--- src/rtl/mem_pkg.sv ---
// Shared encodings and defaults for the MEM-stage load/store controller.
package mem_pkg;

  localparam int DATA_W = 32;
  localparam logic [31:0] MEM_BASE_ADDR = 32'h1000_1000;
  localparam int unsigned MEM_DEPTH_WORDS = 16;

  localparam logic [1:0] SZ_BYTE = 2'b00;
  localparam logic [1:0] SZ_HALF = 2'b01;
  localparam logic [1:0] SZ_WORD = 2'b10;

  typedef enum logic [1:0] {
    IDLE = 2'd0,
    RD   = 2'd1,
    WR   = 2'd2,
    RESP = 2'd3
  } state_e;

  // The reserved size encoding is reported as a misalignment.
  function automatic logic is_misaligned(input logic [1:0] size, input logic [1:0] off);
    case (size)
      SZ_BYTE: return 1'b0;
      SZ_HALF: return off[0];
      SZ_WORD: return (off != 2'b00);
      default: return 1'b1;
    endcase
  endfunction

endpackage

--- src/rtl/mem_access_unit_if.sv ---
// Request/response and data_memory port bundle of the MEM-stage controller.
interface mem_access_unit_if import mem_pkg::*; ();

  logic              req;
  logic              is_store;
  logic [1:0]        size;
  logic              is_unsigned;
  logic [DATA_W-1:0] addr;
  logic [DATA_W-1:0] store_data;
  logic              busy;
  logic              done;
  logic [DATA_W-1:0] load_data;
  logic              err_misalign;
  logic              err_range;
  logic [DATA_W-1:0] dm_address;
  logic [DATA_W-1:0] dm_write_data;
  logic              dm_mem_read;
  logic              dm_mem_write;
  logic [DATA_W-1:0] dm_read_data;

  modport master (
    output req, is_store, size, is_unsigned, addr, store_data, dm_read_data,
    input  busy, done, load_data, err_misalign, err_range,
           dm_address, dm_write_data, dm_mem_read, dm_mem_write
  );

  modport slave (
    input  req, is_store, size, is_unsigned, addr, store_data, dm_read_data,
    output busy, done, load_data, err_misalign, err_range,
           dm_address, dm_write_data, dm_mem_read, dm_mem_write
  );

endinterface

--- src/rtl/lane_align.sv ---
// Big-endian lane extraction/extension for loads and lane merge for sub-word stores.
module lane_align import mem_pkg::*; (
  input  logic [DATA_W-1:0] word,
  input  logic [1:0]        offset,
  input  logic [1:0]        size,
  input  logic              is_unsigned,
  input  logic [DATA_W-1:0] store_data,
  output logic [DATA_W-1:0] load_val,
  output logic [DATA_W-1:0] merged
);

  logic [4:0] byte_sh;
  logic [4:0] half_sh;

  // Offset 0 is the most significant lane, so the shift is (3 - offset) lanes.
  assign byte_sh = {~offset, 3'b000};
  assign half_sh = {~offset[1], 4'b0000};

  function automatic logic [DATA_W-1:0] extend_byte(input logic [7:0] b, input logic uns);
    logic signed [7:0]        b_s;
    logic signed [DATA_W-1:0] wide_s;
    b_s    = b;
    wide_s = b_s;
    return uns ? {{(DATA_W-8){1'b0}}, b} : wide_s;
  endfunction

  function automatic logic [DATA_W-1:0] extend_half(input logic [15:0] h, input logic uns);
    logic signed [15:0]       h_s;
    logic signed [DATA_W-1:0] wide_s;
    h_s    = h;
    wide_s = h_s;
    return uns ? {{(DATA_W-16){1'b0}}, h} : wide_s;
  endfunction

  always_comb begin
    load_val = '0;
    merged   = word;
    case (size)
      SZ_BYTE: begin
        load_val              = extend_byte(word[byte_sh +: 8], is_unsigned);
        merged[byte_sh +: 8]  = store_data[7:0];
      end
      SZ_HALF: begin
        load_val              = extend_half(word[half_sh +: 16], is_unsigned);
        merged[half_sh +: 16] = store_data[15:0];
      end
      SZ_WORD: begin
        load_val = word;
        merged   = store_data;
      end
      default: begin
        load_val = '0;
        merged   = word;
      end
    endcase
  end

endmodule

--- src/rtl/mem_access_unit.sv ---
// MEM-stage load/store controller: one request at a time against a word-only
// data memory, with read-modify-write for byte and halfword stores.
module mem_access_unit import mem_pkg::*; #(
  parameter logic [31:0] BASE_ADDR   = MEM_BASE_ADDR,
  parameter int unsigned DEPTH_WORDS = MEM_DEPTH_WORDS
) (
  input  logic              clk,
  input  logic              rst_n,
  mem_access_unit_if.slave  bus
);

  // 33-bit limit so a window ending at the top of the address space cannot wrap.
  localparam logic [32:0] LIMIT = {1'b0, BASE_ADDR} + 33'(4 * DEPTH_WORDS);

  state_e            state;
  logic              r_is_store;
  logic [1:0]        r_size;
  logic              r_uns;
  logic [1:0]        r_off;
  logic [DATA_W-1:0] r_sdata;

  logic              busy_q;
  logic              done_q;
  logic [DATA_W-1:0] load_q;
  logic              mis_q;
  logic              rng_q;
  logic [DATA_W-1:0] dm_addr_q;
  logic [DATA_W-1:0] dm_wdata_q;
  logic              dm_rd_q;
  logic              dm_wr_q;

  logic              misalign_in;
  logic              range_in;
  logic [DATA_W-1:0] word_addr;
  logic [DATA_W-1:0] lane_load;
  logic [DATA_W-1:0] lane_merged;

  assign misalign_in = is_misaligned(bus.size, bus.addr[1:0]);
  assign range_in    = (bus.addr < BASE_ADDR) || ({1'b0, bus.addr} >= LIMIT);
  assign word_addr   = {bus.addr[31:2], 2'b00};

  lane_align u_lane_align (
    .word        (bus.dm_read_data),
    .offset      (r_off),
    .size        (r_size),
    .is_unsigned (r_uns),
    .store_data  (r_sdata),
    .load_val    (lane_load),
    .merged      (lane_merged)
  );

  always_ff @(posedge clk or negedge rst_n) begin
    if (!rst_n) begin
      state      <= IDLE;
      r_is_store <= 1'b0;
      r_size     <= '0;
      r_uns      <= 1'b0;
      r_off      <= '0;
      r_sdata    <= '0;
      busy_q     <= 1'b0;
      done_q     <= 1'b0;
      load_q     <= '0;
      mis_q      <= 1'b0;
      rng_q      <= 1'b0;
      dm_addr_q  <= '0;
      dm_wdata_q <= '0;
      dm_rd_q    <= 1'b0;
      dm_wr_q    <= 1'b0;
    end else begin
      case (state)
        IDLE: begin
          if (bus.req) begin
            r_is_store <= bus.is_store;
            r_size     <= bus.size;
            r_uns      <= bus.is_unsigned;
            r_off      <= bus.addr[1:0];
            r_sdata    <= bus.store_data;
            busy_q     <= 1'b1;
            if (misalign_in || range_in) begin
              state  <= RESP;
              done_q <= 1'b1;
              mis_q  <= misalign_in;
              rng_q  <= range_in;
            end else if (!bus.is_store || (bus.size != SZ_WORD)) begin
              state     <= RD;
              dm_rd_q   <= 1'b1;
              dm_addr_q <= word_addr;
            end else begin
              state      <= WR;
              dm_wr_q    <= 1'b1;
              dm_addr_q  <= word_addr;
              dm_wdata_q <= bus.store_data;
            end
          end
        end
        // dm_read_data is valid this cycle; loads finish, sub-word stores merge.
        RD: begin
          dm_rd_q <= 1'b0;
          if (r_is_store) begin
            state      <= WR;
            dm_wr_q    <= 1'b1;
            dm_wdata_q <= lane_merged;
          end else begin
            state     <= RESP;
            dm_addr_q <= '0;
            done_q    <= 1'b1;
            load_q    <= lane_load;
          end
        end
        WR: begin
          state      <= RESP;
          dm_wr_q    <= 1'b0;
          dm_addr_q  <= '0;
          dm_wdata_q <= '0;
          done_q     <= 1'b1;
        end
        RESP: begin
          state  <= IDLE;
          busy_q <= 1'b0;
          done_q <= 1'b0;
          load_q <= '0;
          mis_q  <= 1'b0;
          rng_q  <= 1'b0;
        end
        default: begin
          state   <= IDLE;
          busy_q  <= 1'b0;
          done_q  <= 1'b0;
          dm_rd_q <= 1'b0;
          dm_wr_q <= 1'b0;
        end
      endcase
    end
  end

  assign bus.busy          = busy_q;
  assign bus.done          = done_q;
  assign bus.load_data     = load_q;
  assign bus.err_misalign  = mis_q;
  assign bus.err_range     = rng_q;
  assign bus.dm_address    = dm_addr_q;
  assign bus.dm_write_data = dm_wdata_q;
  assign bus.dm_mem_read   = dm_rd_q;
  assign bus.dm_mem_write  = dm_wr_q;

endmodule

--- src/flat_wrapper.sv ---
// flat-port wrapper written by rule: the top's interface ports become plain ports
module mem_access_unit_flat import mem_pkg::*;
#(
  parameter logic [31:0] BASE_ADDR   = MEM_BASE_ADDR,
  parameter int unsigned DEPTH_WORDS = MEM_DEPTH_WORDS
)
  (clk, rst_n, bus_req, bus_is_store, bus_size, bus_is_unsigned, bus_addr, bus_store_data, bus_dm_read_data, bus_busy, bus_done, bus_load_data, bus_err_misalign, bus_err_range, bus_dm_address, bus_dm_write_data, bus_dm_mem_read, bus_dm_mem_write);
  mem_access_unit_if bus_i ();
  input  logic clk;
  input  logic rst_n;
  input wire logic [$bits(bus_i.req)-1:0] bus_req;
  input wire logic [$bits(bus_i.is_store)-1:0] bus_is_store;
  input wire logic [$bits(bus_i.size)-1:0] bus_size;
  input wire logic [$bits(bus_i.is_unsigned)-1:0] bus_is_unsigned;
  input wire logic [$bits(bus_i.addr)-1:0] bus_addr;
  input wire logic [$bits(bus_i.store_data)-1:0] bus_store_data;
  input wire logic [$bits(bus_i.dm_read_data)-1:0] bus_dm_read_data;
  output wire logic [$bits(bus_i.busy)-1:0] bus_busy;
  output wire logic [$bits(bus_i.done)-1:0] bus_done;
  output wire logic [$bits(bus_i.load_data)-1:0] bus_load_data;
  output wire logic [$bits(bus_i.err_misalign)-1:0] bus_err_misalign;
  output wire logic [$bits(bus_i.err_range)-1:0] bus_err_range;
  output wire logic [$bits(bus_i.dm_address)-1:0] bus_dm_address;
  output wire logic [$bits(bus_i.dm_write_data)-1:0] bus_dm_write_data;
  output wire logic [$bits(bus_i.dm_mem_read)-1:0] bus_dm_mem_read;
  output wire logic [$bits(bus_i.dm_mem_write)-1:0] bus_dm_mem_write;
  assign bus_i.req = bus_req;
  assign bus_i.is_store = bus_is_store;
  assign bus_i.size = bus_size;
  assign bus_i.is_unsigned = bus_is_unsigned;
  assign bus_i.addr = bus_addr;
  assign bus_i.store_data = bus_store_data;
  assign bus_i.dm_read_data = bus_dm_read_data;
  assign bus_busy = bus_i.busy;
  assign bus_done = bus_i.done;
  assign bus_load_data = bus_i.load_data;
  assign bus_err_misalign = bus_i.err_misalign;
  assign bus_err_range = bus_i.err_range;
  assign bus_dm_address = bus_i.dm_address;
  assign bus_dm_write_data = bus_i.dm_write_data;
  assign bus_dm_mem_read = bus_i.dm_mem_read;
  assign bus_dm_mem_write = bus_i.dm_mem_write;
  mem_access_unit #(.BASE_ADDR(BASE_ADDR), .DEPTH_WORDS(DEPTH_WORDS)) u_core (.clk(clk), .rst_n(rst_n), .bus(bus_i));
endmodule
--- config.mk ---
export PLATFORM = sky130hd
export DESIGN_NAME = mem_access_unit_flat
export DESIGN_NICKNAME = d
export VERILOG_FILES = /design/src/rtl/mem_pkg.sv /design/src/rtl/mem_access_unit_if.sv /design/src/rtl/lane_align.sv /design/src/rtl/mem_access_unit.sv /design/src/flat_wrapper.sv
export SDC_FILE = /design/constraint.sdc
export NUM_CORES = 1
export LEC_CHECK = 0
export CAP_MARGIN = 30
export CORE_ASPECT_RATIO = 1.1
export CORE_UTILIZATION = 30
export CTS_BUF_LIST = sky130_fd_sc_hd__clkbuf_8
export CTS_CLUSTER_SIZE = 24
export DETAILED_ROUTE_END_ITERATION = 16
export PLACE_DENSITY = 0.65
export SLEW_MARGIN = 25
export SYNTH_ARGS = -nofsm -noshare
export SYNTH_HDL_FRONTEND = slang
export SYNTH_SLANG_ARGS = --single-unit
export TNS_END_PERCENT = 100
--- constraint.sdc ---
create_clock -name clk -period 2.9 [get_ports clk]
set_input_delay 0.435 -clock clk [delete_from_list [all_inputs] [get_ports clk]]
set_output_delay 0.435 -clock clk [all_outputs]
set_load 0.03 [all_outputs]
[Word-level counts from Yosys, hierarchy flattened]
Cells that the tools add are included.
Operators by class
  add/subtract/negate cells: 2
  magnitude comparators: 2
  eq/ne operators: 15
  shifts and indexed selects: 6
  multiplexer cells: 44
  bitwise gates (word level): 2
  reduce and logical (&&, ||, !) cells: 20
Operators by type and width (number)
  one-hot mux 32 bit (3 select lines): 4
  2-to-1 mux 32 bit: 10
  bitwise mux 32 bit: 2
  one-hot mux 32 bit (2 select lines): 1
  greater-or-equal comparator 32 x 29 -> 1 bit, second input constant: 1
  less-than comparator 32 x 29 -> 1 bit, second input constant: 1
  variable shift 16 x 7 -> 32 bit, first input constant: 1
  variable shift 8 x 7 -> 32 bit, first input constant: 1
  indexed part select 16 x 7 -> 32 bit: 1
  indexed part select 32 x 6 -> 16 bit: 1
  indexed part select 32 x 6 -> 8 bit: 1
  indexed part select 8 x 7 -> 32 bit: 1
  2-to-1 mux 1 bit: 16
  negation 5 -> 7 bit: 2
  inequality test 2 bit, second input constant: 5
  equality test 2 bit, second input constant: 4
  one-hot mux 1 bit (2 select lines): 4
  one-hot mux 2 bit (4 select lines): 1
  AND reduction 4 bit: 2
  nonzero test 2 bit: 4
  equality test 2 x 1 -> 1 bit, second input constant: 3
  zero test 2 bit: 3
  2-to-1 mux 2 bit: 3
  inequality test 2 x 1 -> 1 bit, second input constant: 3
  other kinds (10): 16
Word-level totals
  register bits: 142
  input bits: 103
  output and inout bits: 102
  logic and storage cells: 106

[Logic depth before layout (Yosys ltp)]
Gate-level depths: netlist of run 1.
  depth in word-level cells: 7
  depth in mapped cells: 10
  gate-level depth less buffers: 7

[Hierarchy]
From an unflattened synthesis of run 1, not the netlist that was laid out.
Second synthesis, totals
  cell total of the unflattened synthesis: 786
  area, all modules: 7770.0 µm²
Modules (own cells, without submodules)
  mem_access_unit: instances 1, cells each 508, area each 5838.1 µm², seq. area each 3503.4 µm²
  lane_align: instances 1, cells each 278, area each 1931.9 µm², seq. area each 0.0 µm²

[Worst setup path after synthesis of run 1]
OpenSTA, ideal clock, no wires.
  kind: register to register
  start: register u_core.r_off[1]
  end: register u_core.dm_wdata_q[10] (netlist: u_core.bus.dm_write_data[10])
  library setup time: 125 ps
  arrival: 2385 ps
  data required time: 2775 ps
  slack: 389 ps
  cell stages (with the launch flop): 11
  path buffers: 3
  period minus slack after synthesis: 2511 ps
  cells stage by stage: dfrtp_1 buf_2 buf_2 inv_1 ha_1 nor4bb_1 and3_1 clkbuf_1 a22o_1 a221o_1 mux2_4
On the way
  cells in the longest elaborated chain, start to end: 7
  elaborated cells between the ends (all ways): 13
  those cells by class: add/sub (2); shift (4); mux (5); bitwise (2)
RTL lines
  start: declaration: RTL line mem_access_unit.sv:19  | logic [1:0] r_off;
  start signal: assignment: RTL line mem_access_unit.sv:76  | r_off <= bus.addr[1:0];
  inverter 1 bit / inverter 2 bit (equally long branches): RTL line lane_align.sv:17, lane_align.sv:16
  negation 5 -> 7 bit, on equally long branches: RTL line lane_align.sv:45, lane_align.sv:41
  indexed part select 16 x 7 -> 32 bit (tied with other cells): RTL line lane_align.sv:45  | merged[half_sh +: 16] = store_data[15:0];
  bitwise mux 32 bit, on equally long branches: RTL line lane_align.sv:45, lane_align.sv:41
  one-hot mux 32 bit (3 select lines) *: RTL line lane_align.sv:38  | case (size)
  2-to-1 mux 32 bit *: RTL line mem_access_unit.sv:99  | if (r_is_store) begin
  one-hot mux 32 bit (3 select lines) *: RTL line mem_access_unit.sv:70  | case (state)
  end signal: assignment: RTL line mem_access_unit.sv:92  | dm_wdata_q <= bus.store_data;
  end signal: assignment: RTL line mem_access_unit.sv:102  | dm_wdata_q <= lane_merged;
  end: declaration: RTL line mem_access_unit.sv:28  | logic [DATA_W-1:0] dm_wdata_q;
Every way passes the cells marked *; elsewhere a longest branch is shown, timed or not. The select of a mux whose other input is x is not followed.
A chain may end at the register's enable or synchronous reset.

[Final worst setup path of run 1]
  start: register u_core.r_off[1]
  end: register u_core.dm_wdata_q[4] (netlist: u_core.bus.dm_write_data[4])
The elaborated chain is that of the path after synthesis.

==> results.cfg, run 1 <==
[outcome]
status = finished, final reports clean

[global_route]
grt.overflow.total = 0
grt_pass1_wl_um = 37400
grt_pass1_vias = 6275
grt_max_degree = 78
grt_antenna_before_repair = 0
grt_usage_pct = 18.9

[clocking]
path_clk_slew_ps = 90
tritoncts = built
clkSinkCount = 140
clock_path_buffers = 2
cts_root_buf = clkbuf_8
cts.repair.resized = 0
htree_levels = 4
cts_buffers = 17
clk_latency_ps = 460

[final_layout]
layout_commonest_cell = clkdlybuf4s50_1
stdcell_count = 1174
area_delta_synth_final_pct = 38.8
fin_area_sq_um = 10300
seqCellArea_sq_um = 3500
multi_input_area_sq_um = 3590
drive_above_1_share_pct = 16.7
final_cell_mix = 201 x clkdlybuf4s50_1, 139 x dfrtp_1, 62 x mux2_2
num_antenna_cells = 0
final_nets = 968
final.fill_count = 2322

[timing]
period_needed_ps = 2640
relSlewSlack_pct = 28.9
worst_slew_pin_slew_ps = 1070
fmax_mhz = 379
tns_ps = 0
hold_viol_final = 0
fin_skew_ps = 10.8
setup_viol = 0
rsz0062_at_grt = no
final_max_slew_viol_count = 0
finalCritPeriodShare_pct = 90.9

[routing]
viasPerCell = 5.37
post-route-drc-count = 0
wire_per_inst_um = 20.3
routed_wl_um = 23800
drtPass1Iterations = 8
postRouteAntennaNets = 0
num_vias = 6305
drt-initial-drc-count = 504

[pwr]
leakage_nw = 4.35
vdd_ir_drop_max_v = 0.000502
power.density_nw_per_um2 = 1220

[floorplan]
dieArea_sq_um = 25300
fp.dieH_um = 167
ioPinCount = 205
start_util_pct = 31.0
core-area_sq_um = 23900
row_count = 59
die_width_um = 152

[synth]
ys_seq_elements = 140
synth_edf_count = 0
syn_area_per_cell_sq_um = 11.3
yosysWarnings = 0
ys_seq_area_share_pct = 47.3
synthCells = 654
syn_area_sq_um = 7410
synthArstFlopShare_pct = 100
synth_ff_type = dfrtp_1
synth_cell_types = 58

[setup_path]
cp-end-kind = register
crit_fanout = 30
cp.arrival_ps = 3000
required_ps = 3270
worstSetupPathType = reg -> reg
startpoint_type = register

[run]
maxCapViolCount = 0

[place]
numPortBuffers = 202
placedCellCount = 1141
place.gp.congestion = 0.845
dpl-instance-area_sq_um = 9870
dp_hpwl_um = 17600

[worst_hold_path]
hp-class = in -> async
==> state kept, by name, indices dropped and copies added (netlist names), 2 cells and up <==
register and cells:
u_core.r_size 2, u_core.state 2, u_core.bus.load_data 32, u_core.r_sdata 32
u_core.r_off 2, u_core.bus.dm_address 30, u_core.bus.dm_write_data 32
==> repair_timing <==
| item | CTS | global route |
|---|---|---|
| endpoints found under the hold margin | 27 | 0 |
| setup buffers | 0 | 0 |
| hold buffers | 1 | 0 |
==> layer usage <==
| layer | share of wire [%] | vias up | GRT usage [%] |
|---|---|---|---|
| met5 | 0 | - | 0 |
| met4 | 2.0 | 0 | 6.57 |
| met3 | 6.8 | 27 | 4.40 |
| met2 | 47 | 250 | 29.7 |
| met1 | 44 | 3110 | 25.4 |
| li1 | - | 2918 | - |
==> report_power, final <==
| part | switching [mW] | total (mW) | leakage [nW] | internal (mW) |
|---|---|---|---|---|
| Clock | 0.860 | 1.64 | 0.185 | 0.778 |
| Sequential | 0.636 | 3.43 | 1.78 | 2.79 |
| Combinational | 4.08 | 7.52 | 2.39 | 3.44 |
| Total | 5.58 | 12.6 | 4.35 | 7.01 |
==> Yosys cell counts (2+ instances only) <==
cell	number	area [sq um]
a221oi_1	14	123
a2bb2oi_1	3	26.3
mux2i_1	23	230
mux2_4	10	150
buf_2	9	45.0
nand2_1	45	169
and3_1	3	18.8
o31ai_1	3	22.5
dfrtp_1	140	3500
or3_1	2	12.5
mux2_2	62	698
nand2b_1	9	56.3
nor2_1	20	75.1
nand3_1	2	10.0
nor4b_2	2	30.0
a221o_1	24	240
a31oi_1	11	68.8
inv_1	21	78.8
a32o_1	6	60.1
ha_1	9	113
mux2_1	12	135
nor3_1	5	25.0
nor2b_1	6	37.5
buf_4	4	30.0
nor4_1	5	31.3
a21o_1	2	15.0
o22ai_1	7	43.8
o21ai_0	25	125
a22o_1	57	499
buf_1	3	11.3
a22oi_1	6	45.0
a222oi_1	8	80.1
clkinv_1	2	7.51
a21oi_1	35	175
clkbuf_1	30	113
buf_6	4	45.0
a32oi_1	4	35.0
==> cells by family after synthesis <==
group,after synthesis,share of synthesized area (%)
AO/OA/AOI/OAI,212,22.3
flip-flops,140,47.3
AND/OR/NAND/NOR,111,7.67
multiplexers,108,16.7
buffers and inverters,73,4.46
adder cells (fa/ha/maj),9,1.52
other,1,0.0506
==> worst paths after layout <==
kind / startpoint / end / slack [ps] / cells past startpoint
worst max-delay path: u_core.r_off[1] / u_core.bus.dm_write_data[4] / 260 / 6
worst min-delay path: rst_n / u_core.bus.load_data[28] / 410 / 2
worst max register to register: u_core.r_off[1] / u_core.bus.dm_write_data[4] / 260 / 6
worst min register to register: u_core.bus.load_data[11] / u_core.bus.load_data[11] / 500 / 2
max in group asynchronous: rst_n / u_core.bus.dm_write_data[17] / 1710 / 3
min in group clk: u_core.bus.load_data[11] / u_core.bus.load_data[11] / 500 / 2
==> layout make-up <==
cell class              instances  area share [%]
clock buffers                  17            2.28
flip-flops and latches        140            34.1
inverters                      23           0.840
repair buffers                232            22.5
clock inverters                15            1.60
well taps                     305            3.71
multi-input cells             442            35.0
==> critical path, stage by stage, from the launching register on <==
cell	delay, ps
dfrtp_1	350
buf_4	350
ha_1	310
nand4b_1	120
a221oi_1	890
a222oi_1	290
mux2i_1	220
==> stage by stage <==
step	util, %	setup WS [ps]	total power [mW]	hold slack [ps]
after floorplan	-	389	8.38	139
after global placement	41.2	178	10.9	326
after detailed placement	41.3	134	11.0	326
after CTS	43.0	282	12.7	388
after global routing	43.0	86.9	13.4	420
final	43.0	264	12.6	408
No activity file was read; power rests on OpenSTA's default activity.
==> run 2: changes to the inputs <==
Settings changed: CORE_ASPECT_RATIO 1.1 to 0.8.
==> results.cfg, run 2 (synthesis results as in run 1) <==
[clocking]
clk_latency_ps = 450
clock_path_buffers = 2
cts_root_buf = clkbuf_8
tritoncts = built
hold_buffers = 1
path_clk_slew_ps = 90
clkSinkCount = 140
htree_levels = 4
cts.repair.resized = 0
cts_buffers = 17
cts_setup_buffers = 0

[global_route]
grt.overflow.total = 0
grt_pass1_wl_um = 37000
grt_usage_pct = 19.2
grt_pass1_vias = 6380
grt_max_degree = 63
grt_antenna_before_repair = 5

[floorplan]
ioPinCount = 205
start_util_pct = 30.5
core-area_sq_um = 24300
row_count = 51
dieArea_sq_um = 25300
die_width_um = 178
fp.dieH_um = 143

[timing]
finalCritPeriodShare_pct = 82.0
setup_viol = 0
hold_viol_final = 0
worst_slew_pin_slew_ps = 854
fin_skew_ps = 15.8
fmax_mhz = 421
relSlewSlack_pct = 42.9
final_max_slew_viol_count = 0
period_needed_ps = 2380
tns_ps = 0
rsz0062_at_grt = no

[setup_path]
cp.arrival_ps = 2710
cp-end-kind = register
worstSetupPathType = in -> reg
path_delay_family = simple AND/OR/NAND/NOR gates
critPathSlowestCell = clkdlybuf4s50_1
critPathMaxStageDelay_ps = 420
crit_chain = clkdlybuf4s50_1 -> nor4_1 -> nand4_1 -> nor3_4 -> a31oi_2 -> buf_4 -> mux2_1
required_ps = 3230
startpoint_type = input port
crit_fanout = 30
cp_num_buf_inv = 2

[place]
numPortBuffers = 202
placedCellCount = 1158
dp_hpwl_um = 18000
place.gp.congestion = 0.867

[routing]
drtPass1Iterations = 5
post-route-drc-count = 0
viasPerCell = 5.40
wire_per_inst_um = 20.3
drt-initial-drc-count = 557
num_vias = 6445
routed_wl_um = 24200
postRouteAntennaNets = 0

[final_layout]
area_delta_synth_final_pct = 39.2
layout_commonest_cell = clkdlybuf4s50_1
stdcell_count = 1193
final.fill_count = 2334
drive_above_1_share_pct = 17.0
final_cell_mix = 201 x clkdlybuf4s50_1, 139 x dfrtp_1, 62 x mux2_2
final_nets = 973

[pwr]
power.density_nw_per_um2 = 1220
leakage_nw = 4.38
vdd_ir_drop_max_v = 0.000500

[outcome]
status = finished, final reports clean

[worst_hold_path]
hp-class = reg -> reg

[run]
maxCapViolCount = 0
==> run 2: cell types whose count changed in the layout (fill, tap and decap cells not counted), sizes merged <==
cell and change:
buf +4, clkbuf +2, clkinv +6, clkinvlp -5
diode +1, inv -2
==> run 2: path summary, 6_finish.rpt <==
kind | start | end | slack, ps | cells after the start
hold reg to reg | u_core.bus.load_data[8] | u_core.bus.load_data[8] | 490 | 2
hold / removal | u_core.bus.load_data[8] | u_core.bus.load_data[8] | 490 | 2
min in group asynchronous | rst_n | u_core.bus.load_data[25] | 540 | 2
max in group asynchronous | rst_n | u_core.bus.load_data[0] | 1650 | 3
setup reg to reg | u_core.state[0] | u_core.bus.dm_write_data[11] | 530 | 7
setup / recovery | bus_addr[24] | u_core.bus.dm_address[5] | 520 | 7
==> run 2: routing by layer <==
metal  track usage [%]  part of all wire, %  up-vias  wire [um]
met5                 0                 0.16        -         38
met4              3.78                 0.94        6        229
met3              5.32                  8.7       23       2120
met2              28.5                   44      274      10600
met1              27.7                   47     3214      11300
li1                  -                    -     2928          -
==> run 2: final cells by class <==
cell class / instances / area, sq um / share of cell area [%]
clock buffer: 18 / 248 / 2.40
timing repair buffer: 237 / 2320 / 22.5
inverter: 23 / 86.3 / 0.837
multi-input combinational: 442 / 3590 / 34.8
sequential: 140 / 3500 / 34.0
antenna: 1 / 2.50 / 0.0243
clock inverter: 14 / 161 / 1.57
tap: 318 / 398 / 3.86
==> run 2: power by group <==
part           switching (mW)  leakage [nW]  internal, mW
sequential              0.645          1.78          2.79
clock                   0.835         0.208         0.806
combinational            4.06          2.39          3.40
==> run 2: worst register-to-register path, stage by stage (launching register included) <==
cell      delay [ps]
dfrtp_1          410
inv_1             80
ha_1             470
clkinv_1         150
buf_4            300
a22o_1           300
a221o_1          290
mux2_4           270
==> run 2: stage by stage <==
| step | cell area [sq um] | utilization (%) | hold WS [ps] | power (mW) | setup WS (ps) |
|---|---|---|---|---|---|
| after floorplan | 7410 | - | 139 | 8.38 | 389 |
| after global placement | 9880 | 40.6 | 459 | 10.8 | 107 |
| after detailed placement | 9880 | 40.6 | 462 | 10.9 | 45.0 |
| after CTS | 10300 | 42.4 | 496 | 12.6 | 352 |
| after global routing | 10300 | 42.4 | 511 | 13.3 | 417 |
| final | 10300 | 42.4 | 490 | 12.5 | 523 |
==> run 3: changes to the inputs <==
Settings changed: PLACE_DENSITY 0.65 to 0.67.
Clock period 2.9 ns to 2.06 ns, I/O delays scaled along.
==> results.cfg, run 3 (synthesis results as in run 1) <==
[clocking]
tritoncts = built
clock_path_buffers = 2
clk_latency_ps = 470
path_clk_slew_ps = 100
cts_root_buf = clkbuf_8
htree_levels = 4
clkSinkCount = 140
cts_buffers = 17

[final_layout]
final_nets = 1048
multi_input_area_sq_um = 3870
stdcell_count = 1268
final.fill_count = 2251
layout_commonest_cell = clkdlybuf4s50_1
fin_area_sq_um = 11300
final_util_pct = 46.5
area_delta_synth_final_pct = 52.8
drive_above_1_share_pct = 29.2
final_cell_mix = 198 x clkdlybuf4s50_1, 136 x dfrtp_1, 93 x buf_4
seqCellArea_sq_um = 3510

[timing]
final_max_slew_viol_count = 0
fin_ws_ps = -46.1
fin_skew_ps = 14.7
hold_viol_final = 0
fmax_mhz = 475
period_needed_ps = 2110
worst_slew_pin_slew_ps = 676
whs_ps = 205
relSlewSlack_pct = 54.6
rsz0062_at_grt = yes
tns_ps = -92.8
finalCritPeriodShare_pct = 102
setup_viol = 5

[place]
dp_hpwl_um = 19100
place_ws_ps = -510
place.gp.congestion = 0.904
numPortBuffers = 202
dpl-instance-area_sq_um = 10500
placedCellCount = 1223

[floorplan]
row_count = 51
die_width_um = 178
dieArea_sq_um = 25300
start_util_pct = 30.5
fp.dieH_um = 143
core-area_sq_um = 24300
ioPinCount = 205

[outcome]
status = finished, violations left
violations = negative setup slack

[setup_path]
startpoint_type = register
crit_chain = ha_2 -> and4b_2 -> a22o_1 -> a221oi_2 -> o31ai_1 -> mux2_4
critPathMaxStageDelay_ps = 550
worstSetupPathType = reg -> reg
r2r_cells = 6
required_ps = 2400
cp-end-kind = register
startpoint = u_core.r_off[1]
r2r_start = u_core.r_off[1]
crit_fanout = 8
cp.arrival_ps = 2450
critPathSlowestCell = dfrtp_2

[pwr]
vdd_ir_drop_max_v = 0.000858
leakage_nw = 4.88
power.density_nw_per_um2 = 1740
power_mw = 19.7

[routing]
postRouteAntennaNets = 0
met3WireLength_um = 2320
post-route-drc-count = 0
dr.max_layer_used = met5
drt-initial-drc-count = 542
dr_wl_met2_um = 11500
drtPass1Iterations = 9
routed_wl_um = 25600
viasPerCell = 5.32
wire_per_inst_um = 20.2
drt-met1-wl_um = 11500
num_vias = 6743

[run]
maxCapViolCount = 0

[global_route]
grt.overflow.total = 0
grt_pass1_vias = 6778
grt_antenna_before_repair = 2
grt_usage_pct = 20.3
grt_pass1_wl_um = 38800
grt_max_degree = 49

[worst_hold_path]
hp-class = in -> reg
hold_start = bus_addr[27]
hold_depth = 3
## run 3: power breakdown
part | switching, mW | internal (mW) | leakage (nW)
Combinational | 6.27 | 6.10 | 2.90
Clock | 1.25 | 1.12 | 0.200
Sequential | 1.01 | 3.94 | 1.78
## run 3: layout make-up
cell class | instances | share of cell area [%]
Sequential cell | 140 | 31.0
Tap cell | 318 | 3.52
Timing Repair Buffer | 312 | 26.8
Clock inverter | 15 | 1.57
Multi-Input combinational cell | 442 | 34.2
Antenna cell | 1 | 0.0221
Clock buffer | 17 | 2.07
Inverter | 23 | 0.785
## run 3: final timing paths
kind | end | slack [ps]
setup / recovery | u_core.bus.dm_write_data[17] | -50
min in group asynchronous | u_core.bus.dm_write_data[25] | 370
setup reg to reg | u_core.bus.dm_write_data[17] | -50
max in group asynchronous | u_core.r_sdata[15] | 1090
hold reg to reg | u_core.bus.load_data[13] | 500
hold / removal | u_core.bus.dm_address[27] | 210
## run 3: worst max-delay path, delay by kind of cell, from the launching register on
family                   cells  cell delay (ps)
AND/OR/NAND/NOR              1              290
AO/OA/AOI/OAI                3              590
flip-flops                   1              550
adder cells (fa/ha/maj)      1              290
multiplexers                 1              270
## run 3: repair_timing
action,in CTS,in global routing
gates resized for setup,21,36
pin swaps,4,15
endpoints found under the setup margin,66,62
hold buffers,1,0
setup buffers,8,2
cloned,1,0
endpoints found under the hold margin,44,0
## run 3: metal layers
metal  global-route usage, %  vias up
met3                    5.80       29
met5                       0        -
li1                        -     3095
met2                    31.0      300
met1                    28.2     3317
met4                    5.08        2
